==> config.mk <==
export PLATFORM = sky130hd
export DESIGN_NAME = pipe_stage_skid
export DESIGN_NICKNAME = d
export VERILOG_FILES = /design/src/rtl/pipe_pkg.sv /design/src/rtl/pipe_skid_slot.sv /design/src/rtl/pipe_stage_skid.sv
export SDC_FILE = /design/constraint.sdc
export NUM_CORES = 1
export LEC_CHECK = 0
export CORE_UTILIZATION = 45
export CTS_CLUSTER_DIAMETER = 200
export DETAILED_ROUTE_END_ITERATION = 8
export PLACE_DENSITY = 0.76
export SLEW_MARGIN = 20
export SYNTH_ARGS = -nofsm -noshare
export SYNTH_HDL_FRONTEND = slang
export SYNTH_SLANG_ARGS = --single-unit
==> constraint.sdc <==
create_clock -name clk -period 1.4 [get_ports clk]
set_input_delay 0.42 -clock clk [delete_from_list [all_inputs] [get_ports clk]]
set_output_delay 0.42 -clock clk [all_outputs]
set_load 0.05 [all_outputs]
==> src/rtl/pipe_pkg.sv <==
// Shared definitions for the inter-stage pipeline registers: FSM state
// encoding, the ARM NOP word and an occupancy decode helper.
package pipe_pkg;

  // Raw state encodings, kept visible for anything that logs or probes state.
  localparam logic [1:0] ST_EMPTY = 2'b00;
  localparam logic [1:0] ST_ONE   = 2'b01;
  localparam logic [1:0] ST_TWO   = 2'b10;

  // ARM "andeq r0, r0, r0" encodes as all zeros; used as the bubble payload.
  localparam logic [31:0] ARM_NOP = 32'h0000_0000;

  typedef enum logic [1:0] {
    StEmpty = ST_EMPTY,
    StOne   = ST_ONE,
    StTwo   = ST_TWO
  } pipe_state_e;

  // Number of live entries held in a given state.
  function automatic logic [1:0] state_occupancy(pipe_state_e st);
    case (st)
      StOne:   return 2'd1;
      StTwo:   return 2'd2;
      default: return 2'd0;
    endcase
  endfunction

endpackage

==> src/rtl/pipe_skid_slot.sv <==
// One payload register of the pipeline stage: load enable plus a synchronous
// clear that returns the slot to the bubble value. Reset also clears it.
module pipe_skid_slot #(
  parameter int unsigned          WIDTH     = 32,
  parameter logic [WIDTH-1:0]     NOP_VALUE = '0
) (
  input  logic             clk,
  input  logic             R,
  input  logic             clr,
  input  logic             load,
  input  logic [WIDTH-1:0] d,
  output logic [WIDTH-1:0] q
);

  logic [WIDTH-1:0] data_q;

  // Clear wins over load so a flush can never leave stale payload behind.
  always_ff @(posedge clk) begin
    if (!R || clr) begin
      data_q <= NOP_VALUE;
    end else if (load) begin
      data_q <= d;
    end
  end

  assign q = data_q;

endmodule

==> src/rtl/pipe_stage_skid.sv <==
// Parametrised inter-stage pipeline register with valid/ready handshake,
// optional two-entry skid buffer, synchronous flush-to-bubble and an
// occupancy report. The main slot always holds the oldest word, so out_data
// is simply the main slot.
module pipe_stage_skid
  import pipe_pkg::*;
#(
  parameter int unsigned      WIDTH     = 32,
  parameter logic [WIDTH-1:0] NOP_VALUE = WIDTH'(ARM_NOP),
  parameter bit               SKID      = 1'b1
) (
  input  logic             clk,
  input  logic             R,
  input  logic             flush,
  input  logic             in_valid,
  input  logic [WIDTH-1:0] in_data,
  output logic             in_ready,
  output logic             out_valid,
  output logic [WIDTH-1:0] out_data,
  input  logic             out_ready,
  output logic [1:0]       occupancy
);

  pipe_state_e      state_q, state_d;
  logic             out_valid_q;
  logic [1:0]       occupancy_q;
  logic             in_ready_q;

  logic             accept, consume;
  logic             main_load, main_clr, main_from_skid;
  logic             skid_load, skid_clr;
  logic [WIDTH-1:0] main_d, main_q, skid_q;

  // Without the skid buffer the stage can only take a word if its single
  // entry is empty or leaving this cycle (legacy stall behaviour).
  assign in_ready = SKID ? in_ready_q : (!out_valid_q || out_ready);

  assign accept  = in_valid && in_ready;
  assign consume = out_valid_q && out_ready;

  // Next-state and slot control decode; flush overrides any transfer.
  always_comb begin
    state_d        = state_q;
    main_load      = 1'b0;
    main_clr       = 1'b0;
    main_from_skid = 1'b0;
    skid_load      = 1'b0;
    skid_clr       = 1'b0;
    if (flush) begin
      state_d  = StEmpty;
      main_clr = 1'b1;
      skid_clr = 1'b1;
    end else begin
      unique case (state_q)
        StEmpty: begin
          if (accept) begin
            state_d   = StOne;
            main_load = 1'b1;
          end
        end
        StOne: begin
          if (accept && !consume) begin
            // Only reachable with the skid buffer present.
            if (SKID) begin
              state_d   = StTwo;
              skid_load = 1'b1;
            end
          end else if (consume && !accept) begin
            state_d  = StEmpty;
            main_clr = 1'b1;
          end else if (consume && accept) begin
            main_load = 1'b1;
          end
        end
        StTwo: begin
          if (consume) begin
            state_d        = StOne;
            main_load      = 1'b1;
            main_from_skid = 1'b1;
            skid_clr       = 1'b1;
          end
        end
        default: begin
          state_d  = StEmpty;
          main_clr = 1'b1;
          skid_clr = 1'b1;
        end
      endcase
    end
  end

  assign main_d = main_from_skid ? skid_q : in_data;

  // FSM state plus registered outputs derived from the next state.
  always_ff @(posedge clk) begin
    if (!R) begin
      state_q     <= StEmpty;
      out_valid_q <= 1'b0;
      occupancy_q <= 2'd0;
      in_ready_q  <= 1'b0;
    end else begin
      state_q     <= state_d;
      out_valid_q <= (state_d != StEmpty);
      occupancy_q <= state_occupancy(state_d);
      in_ready_q  <= (state_d != StTwo);
    end
  end

  pipe_skid_slot #(
    .WIDTH     (WIDTH),
    .NOP_VALUE (NOP_VALUE)
  ) u_main_slot (
    .clk  (clk),
    .R    (R),
    .clr  (main_clr),
    .load (main_load),
    .d    (main_d),
    .q    (main_q)
  );

  if (SKID) begin : g_skid
    pipe_skid_slot #(
      .WIDTH     (WIDTH),
      .NOP_VALUE (NOP_VALUE)
    ) u_skid_slot (
      .clk  (clk),
      .R    (R),
      .clr  (skid_clr),
      .load (skid_load),
      .d    (in_data),
      .q    (skid_q)
    );
  end else begin : g_no_skid
    assign skid_q = NOP_VALUE;
    logic unused_skid_ctrl;
    assign unused_skid_ctrl = ^{skid_load, skid_clr};
  end

  assign out_valid = out_valid_q;
  assign out_data  = main_q;
  assign occupancy = occupancy_q;

endmodule

==> insert_results.sql, run 1 <==
INSERT INTO impl_metrics (metric_group, metric, value, unit) VALUES
('route', 'drc', '0', ''),
('worst_setup_path', 'timing_worst_setup_path_type', 'flip-flop to flip-flop', ''),
('run_status', 'failed_checks', 'setup timing', ''),
('synthesis', 'netlist_top_cells_count', '70 x dfxtp_1, 64 x or3_1, 34 x a21oi_1, 33 x nand3_1, 32 x o2111a_1', ''),
('clock_network', 'hold_buffers', '0', ''),
('synthesis', 'syn-num-nets', '361', ''),
('sta', 'finalHoldViolations', '0', ''),
('grt', 'grt_max_degree', '34', ''),
('clock_network', 'clock_latency', '0.36', 'ns'),
('worst_setup_path', 'max_stage_delay', '0.37', 'ns'),
('pwr', 'power_leakage', '1.961', 'nW'),
('route', 'wirelength', '12370', 'um'),
('worst_setup_path', 'crit_top_cell', 'buf_6', ''),
('synthesis', 'number_of_synthesized_flops_with_an_enable_pin', '0', ''),
('die', 'die-height', '85.64', 'um'),
('final_layout', 'synth_to_final_area_change', '80.37', '%'),
('grt', 'grt_first_pass_wirelength', '16010', 'um'),
('sta', 'final_min_period_over_clock_period', '112.1', '%'),
('synthesis', 'yosys.cell_count.top_type', 'dfxtp_1', ''),
('grt', 'track_usage', '28.35', '%'),
('clock_network', 'clk_transition_reported_paths', '0.09', 'ns'),
('die', 'initial_util', '46.34', '%'),
('worst_setup_path', 'timing.critical_path.cells', 'buf_6, a21boi_4, buf_6, clkbuf_16, or3_1, o2111a_1', ''),
('clock_network', 'clk_path_buf_depth', '2', ''),
('route', 'dr_total_vias', '3477', ''),
('pwr', 'clock_share_of_power', '39.6', '%'),
('worst_setup_path', 'req_time_crit_path', '1.71', 'ns'),
('sta', 'setup_ws', '-0.1688', 'ns'),
('synthesis', 'async_reset_ff_share', '0', '%'),
('worst_setup_path', 'critical_path_buf_inv_count', '3', ''),
('sta', 'timing_worst_slew_pin_value', '0.4225', 'ns'),
('final_layout', 'post_route_cells_drive_above_1_share', '42.98', '%'),
('die', 'top_level_ports', '73', ''),
('route', 'firstDrtPassIters', '5', ''),
('final_layout', 'n_antenna_cell', '0', ''),
('synthesis', 'yosys_warnings', '0', ''),
('sta', 'slew_viol_final', '0', ''),
('hold_path', 'timing.hold.worst.class', 'input pin to flip-flop', ''),
('synthesis', 'synthDominantAreaCellType', 'dfxtp_1', ''),
('pwr', 'comb_power_share', '19.3', '%'),
('route', 'drt_iter0_drc', '342', ''),
('final_layout', 'finish.instance_area', '0.005678', 'mm2'),
('synthesis', 'ys_types', '34', ''),
('run_status', 'status', 'complete, but fails checks', ''),
('sta', 'setup_viol', '61', ''),
('pwr', 'vdd_drop_max', '0.7847', 'mV'),
('worst_setup_path', 'arrival', '1.88', 'ns'),
('sta', 'max-slew-margin-rel', '71.77', '%'),
('route', 'wl_per_cell', '22.41', 'um'),
('synthesis', 'yosysSeqAreaShare', '44.52', '%'),
('placement', 'placement_setup_slack', '-0.6318', 'ns'),
('pwr', 'power.share.switching', '27.52', '%'),
('route', 'post_route_antenna_net_violation_count', '0', ''),
('flow_run', 'drv_cap', '0', ''),
('sta', 'clock.fmax', '0.6374', 'GHz'),
('die', 'core-area', '0.006794', 'mm2'),
('sta', 'grt_setup_unrepaired', 'true', ''),
('grt', 'first_global_vias', '3216', ''),
('worst_setup_path', 'critical_path.startpoint_type', 'flip-flop', ''),
('final_layout', 'finish.net_count', '488', ''),
('worst_setup_path', 'worst_path_dominant_cell_family', 'compound AO/OA/AOI/OAI gates', ''),
('clock_network', 'tritoncts_clock_tree', 'built', ''),
('die', 'die_area', '0.007334', 'mm2'),
('sta', 'final.min_clock_period', '1.569', 'ns'),
('synthesis', 'synthDominantCellAreaShare', '44.52', '%'),
('placement', 'postPlaceCellArea', '0.004557', 'mm2'),
('synthesis', 'synth_seq_cells', '70', ''),
('sta', 'timing.clock.skew', '0.009359', 'ns'),
('pwr', 'power.density_cell_area', '887.4', 'mW/mm2'),
('pwr', 'sequentialPowerShare', '41.2', '%'),
('clock_network', 'clk_tree_root_cell', 'clkbuf_8', '');
## per-stage QoR
stage	setup TNS, ns	hold slack (ns)	instances	utilization (%)	total power [mW]
floorplan	-0.004760	0.4491	324	-	2.434
detailed placement	-38.90	0.4679	500	67.07	2.845
global route	-8.502	0.4481	552	83.57	5.171
finish	-5.355	0.4415	552	83.57	5.039
CTS	-1.404	0.4355	539	76.21	4.884
global placement	-36.39	0.4569	500	67.07	2.837
## path summary, 6_finish.rpt
kind	from	end	slack, ns	cells after the start
min reg2reg	g_skid.u_skid_slot.q[16]	g_skid.u_skid_slot.q[16]	0.48	2
max	out_valid	u_main_slot.q[12]	-0.17	6
min	R	in_ready	0.44	2
max reg2reg	out_valid	u_main_slot.q[12]	-0.17	6
## kinds of logic after synthesis
kind of cell,synth area share [%]
multiplexers,0.3577
AND/OR/NAND/NOR,21.82
buffers and inverters,7.949
flip-flops,44.51
AO/OA/AOI/OAI,25.36
## layout by cell type (no fill, tap or decap), types with 2 or more instances in the layout
cell,count
clkdlybuf4s50_1,32
clkbuf_16,6
a31oi_1,2
bufinv_16,2
o2111a_1,32
and2_4,2
clkinv_4,2
a21oi_2,20
o21ai_2,8
a21oi_1,14
nand3_1,14
or3_1,64
clkbuf_8,9
nor3_1,2
dfxtp_1,66
buf_16,7
o21ai_1,24
nand3_2,12
dfxtp_4,3
nand3_4,7
buf_6,17
buf_4,35
buf_12,47
buf_8,3
## power groups by stage
| stage | logic, mW | clock network [mW] | registers [mW] |
|---|---|---|---|
| floorplan | 0.206 | 0 | 2.23 |
| global placement | 0.714 | 0 | 2.12 |
| detailed placement | 0.722 | 0 | 2.12 |
| CTS | 0.840 | 1.97 | 2.07 |
| global route | 0.999 | 2.09 | 2.08 |
| finish | 0.970 | 1.99 | 2.07 |
## flip-flops by register name, indices dropped and copies added, names as in the netlist
name                  cells
u_main_slot.q            32
g_skid.u_skid_slot.q     32
in_ready                  1
occupancy                 2
state_q                   2
out_valid                 1
## cell type report
cell class | count | area, um2
Timing Repair Buffer | 151 | 2118
Fill cell | 362 | 1116
Clock inverter | 6 | 91.34
Tap cell | 96 | 120.1
Clock buffer | 10 | 148.9
Multi-Input combinational cell | 218 | 1782
Sequential cell | 70 | 1414
Inverter | 1 | 3.754
## timing repair
action | CTS | global route
gates cloned | 7 | 7
pin swaps | 20 | 31
gates resized for setup | 26 | 76
endpoints found under the setup margin | 69 | 67
setup buffers | 16 | 6
## metal layers
metal	routed length [um]	part of all wire, %	global-route usage, %	vias to the layer above
met3	892	7.2	5.775	43
met2	6244	50	50.18	223
met1	4749	38	33.09	1701
met4	485	3.9	12.58	0
li1	-	-	-	1510
met5	0	0	0	-
(Power assumes the default switching activity.)
==> run 2, diff against run 1 <==
ABC_CLOCK_PERIOD_IN_PS = 1400   (was default)
==> results of run 2 <==
Same layout as run 1: the final DEF is identical, and so are final timing and power.
